[src/rtl/tf_pkg.sv]
// Shared types, constants and the coin-value decode for the ticket-machine coin accumulator.
package tf_pkg;

  localparam int unsigned MONEY_W = 8;

  typedef enum logic [2:0] {
    IDLE       = 3'd0,
    COLLECT    = 3'd1,
    SEND_RDY   = 3'd2,
    SEND_FEE   = 3'd3,
    SEND_MONEY = 3'd4,
    WAIT_CMP   = 3'd5
  } tf_state_e;

  localparam logic [1:0] COIN_1  = 2'b00;
  localparam logic [1:0] COIN_2  = 2'b01;
  localparam logic [1:0] COIN_5  = 2'b10;
  localparam logic [1:0] COIN_10 = 2'b11;

  function automatic logic [MONEY_W-1:0] coin_value(input logic [1:0] code);
    logic [MONEY_W-1:0] val;
    unique case (code)
      COIN_1:  val = MONEY_W'(1);
      COIN_2:  val = MONEY_W'(2);
      COIN_5:  val = MONEY_W'(5);
      COIN_10: val = MONEY_W'(10);
      default: val = '0;
    endcase
    return val;
  endfunction

endpackage

[src/rtl/tf_coin_dec.sv]
// Combinational decode of a 2-bit coin code into its Taka value.
module tf_coin_dec
  import tf_pkg::*;
(
  input  logic [1:0]         i_coin_code,
  output logic [MONEY_W-1:0] o_value
);

  assign o_value = coin_value(i_coin_code);

endmodule

[src/rtl/tf_coin_acc.sv]
// Coin accumulator: latches the fee, collects coins until paid/cancel/timeout, then
// emits the ready/fee/money burst to the subtractor and waits for its completion pulse.
module tf_coin_acc
  import tf_pkg::*;
#(
  parameter int unsigned TIMEOUT = 1000,
  parameter int unsigned TW      = 16
) (
  input  logic               clk,
  input  logic               rst,
  input  logic               in_RDY4,
  input  logic [MONEY_W-1:0] fee_in,
  input  logic               coin_valid,
  input  logic [1:0]         coin_code,
  input  logic               cancel,
  input  logic               state_cmp5,
  output logic               out_RDY4,
  output logic [MONEY_W-1:0] DATA_out4,
  output logic               coin_rej,
  output logic               busy,
  output logic               state_cmp4
);

  tf_state_e          r_state, w_state_nxt;
  logic [MONEY_W-1:0] r_fee, w_fee_nxt;
  logic [MONEY_W-1:0] r_money, w_money_nxt;
  logic [TW-1:0]      r_timer, w_timer_nxt;
  logic               r_refund, w_refund_nxt;

  logic               r_out_rdy, w_out_rdy_nxt;
  logic [MONEY_W-1:0] r_data, w_data_nxt;
  logic               r_coin_rej, w_coin_rej_nxt;
  logic               r_busy, w_busy_nxt;
  logic               r_cmp4, w_cmp4_nxt;

  logic [MONEY_W-1:0] w_coin_val;
  logic [MONEY_W:0]   w_sum;
  logic               w_accept;
  logic               w_timeout;

  tf_coin_dec u_coin_dec (
    .i_coin_code (coin_code),
    .o_value     (w_coin_val)
  );

  // One extra bit so an overflowing coin can be detected and returned.
  assign w_sum     = {1'b0, r_money} + {1'b0, w_coin_val};
  assign w_accept  = coin_valid && !w_sum[MONEY_W];
  assign w_timeout = (r_timer == TW'(TIMEOUT - 1));

  always_comb begin
    w_state_nxt    = r_state;
    w_fee_nxt      = r_fee;
    w_money_nxt    = r_money;
    w_timer_nxt    = r_timer;
    w_refund_nxt   = r_refund;
    w_out_rdy_nxt  = 1'b0;
    w_data_nxt     = r_data;
    w_coin_rej_nxt = coin_valid;
    w_cmp4_nxt     = 1'b0;

    case (r_state)
      IDLE: begin
        if (in_RDY4) begin
          w_fee_nxt    = fee_in;
          w_money_nxt  = '0;
          w_timer_nxt  = '0;
          w_refund_nxt = 1'b0;
          w_state_nxt  = (fee_in == '0) ? SEND_RDY : COLLECT;
        end
      end
      COLLECT: begin
        w_coin_rej_nxt = coin_valid && w_sum[MONEY_W];
        if (w_accept) begin
          w_money_nxt = w_sum[MONEY_W-1:0];
          w_timer_nxt = '0;
        end else begin
          w_timer_nxt = r_timer + TW'(1);
        end
        // Cancel (or timeout) overrides a covering coin so the refund includes that coin.
        if (cancel || w_timeout) begin
          w_refund_nxt = 1'b1;
          w_state_nxt  = SEND_RDY;
        end else if (w_accept && (w_sum[MONEY_W-1:0] >= r_fee)) begin
          w_state_nxt = SEND_RDY;
        end
      end
      SEND_RDY: begin
        w_out_rdy_nxt = 1'b1;
        w_state_nxt   = SEND_FEE;
      end
      SEND_FEE: begin
        w_data_nxt  = r_refund ? '0 : r_fee;
        w_state_nxt = SEND_MONEY;
      end
      SEND_MONEY: begin
        w_data_nxt  = r_money;
        w_state_nxt = WAIT_CMP;
      end
      WAIT_CMP: begin
        w_data_nxt = '0;
        if (state_cmp5) begin
          w_cmp4_nxt   = 1'b1;
          w_refund_nxt = 1'b0;
          w_state_nxt  = IDLE;
        end
      end
      default: begin
        w_data_nxt  = '0;
        w_state_nxt = IDLE;
      end
    endcase

    w_busy_nxt = (w_state_nxt != IDLE);
  end

  always_ff @(posedge clk) begin
    if (rst) begin
      r_state    <= IDLE;
      r_fee      <= '0;
      r_money    <= '0;
      r_timer    <= '0;
      r_refund   <= 1'b0;
      r_out_rdy  <= 1'b0;
      r_data     <= '0;
      r_coin_rej <= 1'b0;
      r_busy     <= 1'b0;
      r_cmp4     <= 1'b0;
    end else begin
      r_state    <= w_state_nxt;
      r_fee      <= w_fee_nxt;
      r_money    <= w_money_nxt;
      r_timer    <= w_timer_nxt;
      r_refund   <= w_refund_nxt;
      r_out_rdy  <= w_out_rdy_nxt;
      r_data     <= w_data_nxt;
      r_coin_rej <= w_coin_rej_nxt;
      r_busy     <= w_busy_nxt;
      r_cmp4     <= w_cmp4_nxt;
    end
  end

  assign out_RDY4   = r_out_rdy;
  assign DATA_out4  = r_data;
  assign coin_rej   = r_coin_rej;
  assign busy       = r_busy;
  assign state_cmp4 = r_cmp4;

endmodule

[config.mk]
export PLATFORM = sky130hd
export DESIGN_NAME = tf_coin_acc
export DESIGN_NICKNAME = d
export VERILOG_FILES = /design/src/rtl/tf_pkg.sv /design/src/rtl/tf_coin_dec.sv /design/src/rtl/tf_coin_acc.sv
export SDC_FILE = /design/constraint.sdc
export NUM_CORES = 1
export LEC_CHECK = 0
export CORE_MARGIN = 2
export CORE_UTILIZATION = 55
export CTS_CLUSTER_DIAMETER = 40
export DETAILED_ROUTE_END_ITERATION = 16
export GPL_TIMING_DRIVEN = 0
export PLACE_DENSITY = 0.74
export RECOVER_POWER = 100
export SLEW_MARGIN = 10
export SYNTH_ARGS = -nofsm -noshare
export SYNTH_HDL_FRONTEND = slang
export SYNTH_SLANG_ARGS = --single-unit
export TNS_END_PERCENT = 10
[constraint.sdc]
create_clock -name clk -period 7.8 [get_ports clk]
set_input_delay 1.56 -clock clk [delete_from_list [all_inputs] [get_ports clk]]
set_output_delay 1.56 -clock clk [all_outputs]
set_load 0.005 [all_outputs]
==> flow_summary_export.csv <==
group,metric,value,unit
clock_tree,root_buffer,"clkbuf_8",
sta,maxSlewViolCount,0,
cells_and_area,fin_nets,408,
power,p_int,0.393,mW
critical_path,cp_cell_sequence,"dlygate4sd3_1, inv_1, ha_1, inv_1, fa_1, nand2b_1, a21oi_1, xor2_1, ha_1, or4_1, a21oi_1, o31ai_1, a31o_2, a31o_2",
clock_tree,cts_tree,"built",
yosys,yosysSeqAreaShare,35.9,%
clock_tree,hold_buffers,0,
critical_path,critPathLaunchType,"input port",
sta,slew_headroom,39.9,%
critical_path,crit_path_start,"coin_code[0]",
clock_tree,clock-sinks,48,
yosys,synth_area_leader_cell,"dfxtp_1",
placement,place_congestion,0.873,
sta,setup_violations,0,
cells_and_area,antennaDiodeCount,0,
routing,viasPerCell,5.95,
critical_path,crit_buf_inv,3,
yosys,synth_area,0.00268,sq mm
cells_and_area,fin_util,65.9,%
cells_and_area,drive_above_1_share,5.01,%
floorplan,initial_core_util,57.0,%
yosys,postSynthRegisterBits,48,
yosys,syn_area_per_cell,7.76,sq um
cells_and_area,syn_to_final_growth,15.5,%
floorplan,io_pins,28,
yosys,synth_top_area_share,35.9,%
floorplan,dieHeight,73.8,microns
worst_hold_path,min_path_type,"flip-flop to flip-flop",
sta,max_freq,215,MHz
yosys,yosysWarnings,0,
routing,drcViolationCount,0,
power,pwr-share-seq,45.6,%
yosys,synth_fp_nets,375,
sta,hold_violations,0,
yosys,synth-async-reset-ratio,0,%
floorplan,coreArea,0.00469,sq mm
sta,finalCritPeriodShare,59.8,%
sta,grt_setup_unrepaired,"no",
power,p_per_area,190,mW/mm^2
clock_tree,clk_path_buf_depth,2,
routing,dr.pass1.iters,6,
routing,vias,2577,
cells_and_area,fillCellCount,440,
global_route,grt_pass1_vias,2203,
critical_path,max_stage_delay,0.59,ns
sta,tns,0,ns
floorplan,die_x,73.8,microns
placement,dpl.hpwl,4.83,mm
routing,drtIter0Drc,200,
yosys,synthTopCellsByCount,"dfxtp_1 (48), nand2_1 (48), a21oi_1 (37)",
power,switching_share,33.2,%
worst_hold_path,hold_start,"r_fee[3]$_SDFFE_PP0P_",
global_route,grt_antenna_before_repair,0,
power,power_leakage,1.16,nW
power,vdd_drop_max,0.000106,V
power,pwr-share-comb,27.1,%
routing,wl_per_cell,14.8,microns
clock_tree,cts_max_level,2,
global_route,grt_max_degree,16,
critical_path,timing.rr.start,"r_money[0]$_SDFFE_PP0P_",
clock_tree,postCtsSetupBuffers,0,
critical_path,required,8.01,ns
critical_path,crit_arrival,4.87,ns
power,p_clk_share,27.3,%
global_route,grt_usage,25.2,%
sta,finalCriticalPeriod,4.66,ns
critical_path,criticalPathCategory,"input port to flip-flop",
floorplan,die-area,0.00544,sq mm
clock_tree,cts-buffers-inserted,5,
global_route,grt_pass1_wl,10.6,mm
critical_path,cpMaxStageDelayCell,"dlygate4sd3_1",
critical_path,endpoint_kind,"flip-flop",
critical_path,path_max_fanout,4,
yosys,yosys-top-cells-area,"dfxtp_1 (36%), a21oi_1 (6.9%), nand2_1 (6.7%)",
routing,routed_wl,6.41,mm
routing,ant_nets,0,
sta,tightestPinTransition,0.899,ns
clock_tree,cts_resized,0,
yosys,synth.distinct_cells,50,
critical_path,path_delay_family,"compound AO/OA/AOI/OAI gates",
floorplan,row_count,25,
placement,placement.io_buffers,26,
global_route,overflow,0,
run,max-cap-violations,0,
sta,skew,0.00709,ns
yosys,synth_edf_count,0,
yosys,netlist_instances,345,
yosys,synthFlopType,"dfxtp_1",
clock_tree,clock_latency,0.31,ns
clock_tree,cts.reportedPaths.clkPinSlew,0.09,ns
power,p_sw,0.196,mW
run_status,status,"complete, no violations",
==> stage by stage <==
stage	cells	instance area (sq um)	hold slack, ns	total power [mW]	setup WS [ns]
after detailed placement	425	3000	0.448	0.437	2.96
after global routing	433	3090	0.490	0.623	2.97
after floorplan	345	2680	0.436	0.383	3.76
after global placement	425	3000	0.442	0.433	2.98
after CTS	433	3100	0.461	0.596	3.27
final	433	3090	0.460	0.589	3.14
==> worst min-delay path: cells and delay by family, from the launching register on <==
family	cells	cell delay [ns]
DFF	1	0.32
AOI/OAI and AO/OA	1	0.05
and+or+nand+nor	1	0.05
==> power by group through the flow <==
stage | sequential (mW) | clock (mW) | combinational (mW)
global placement | 0.274 | 0 | 0.159
finish | 0.269 | 0.161 | 0.160
floorplan | 0.274 | 0 | 0.109
global route | 0.271 | 0.171 | 0.180
detailed placement | 0.275 | 0 | 0.162
CTS | 0.269 | 0.165 | 0.162
==> cells in the final DEF (no fill, tap or decap), types with 2 or more instances in the layout <==
master / instances
a311oi_1: 8
nand4_1: 4
o21ai_0: 15
inv_1: 16
nor3_1: 5
nor2b_1: 2
clkbuf_1: 21
a31oi_1: 4
nand2_1: 48
xor2_1: 4
ha_1: 13
clkbuf_8: 6
a31o_2: 3
or3_1: 2
o211ai_1: 3
a21o_1: 4
nand2b_1: 4
nor4_1: 5
o31ai_1: 3
a211oi_1: 11
o21a_1: 2
and2_1: 3
nor4b_1: 2
dfxtp_1: 48
a21oi_1: 37
a41oi_1: 3
dlygate4sd3_1: 15
or4_1: 2
xnor2_1: 4
nor3b_1: 2
and3_1: 3
nand3_1: 13
clkdlybuf4s50_1: 11
nor2_1: 34
==> final timing paths <==
kind / end / slack [ns] / cells past startpoint
worst min-delay path: r_fee[3]$_SDFFE_PP0P_ / 0.46 / 2
worst max-delay path: r_state[1]$_SDFF_PP0_ / 3.14 / 14
worst min register to register: r_fee[3]$_SDFFE_PP0P_ / 0.46 / 2
worst max register to register: r_state[1]$_SDFF_PP0_ / 4.72 / 12
==> flip-flops by register name (all words and copies together), names as in the netlist <==
name        cells
state_cmp4      1
r_refund        1
DATA_out4       8
busy            1
r_timer        16
r_fee           8
coin_rej        1
r_money         8
out_RDY4        1
r_state         3
==> layer usage <==
metal | vias to the layer above | part of all wire, % | GRT usage [%]
met1 | 1168 | 50 | 36.6
met2 | 101 | 43 | 37.7
met3 | 8 | 6.7 | 3.84
met4 | 0 | 1.1 | 8.89
met5 | - | 0 | 0
li1 | 1300 | - | -
==> logic make-up after synthesis <==
family / Yosys count / synth area share, %
xor+xnor: 8 / 2.62
buf+inv: 38 / 5.52
flops: 48 / 35.9
mux: 2 / 0.795
simple gates: 134 / 23.8
fa+ha+maj: 14 / 6.83
compound gates: 101 / 24.5
==> final cells by class <==
cell class	count	area, sq um	share of cell area, %
Inverter	16	60.1	1.94
Clock inverter	2	13.8	0.445
Tap cell	54	67.6	2.19
Buffer	22	83.8	2.71
Multi-Input combinational cell	259	1560	50.5
Clock buffer	6	82.6	2.67
Timing Repair Buffer	26	260	8.42
Sequential cell	48	961	31.1
Note: power is estimated with default switching activity, not from simulation.
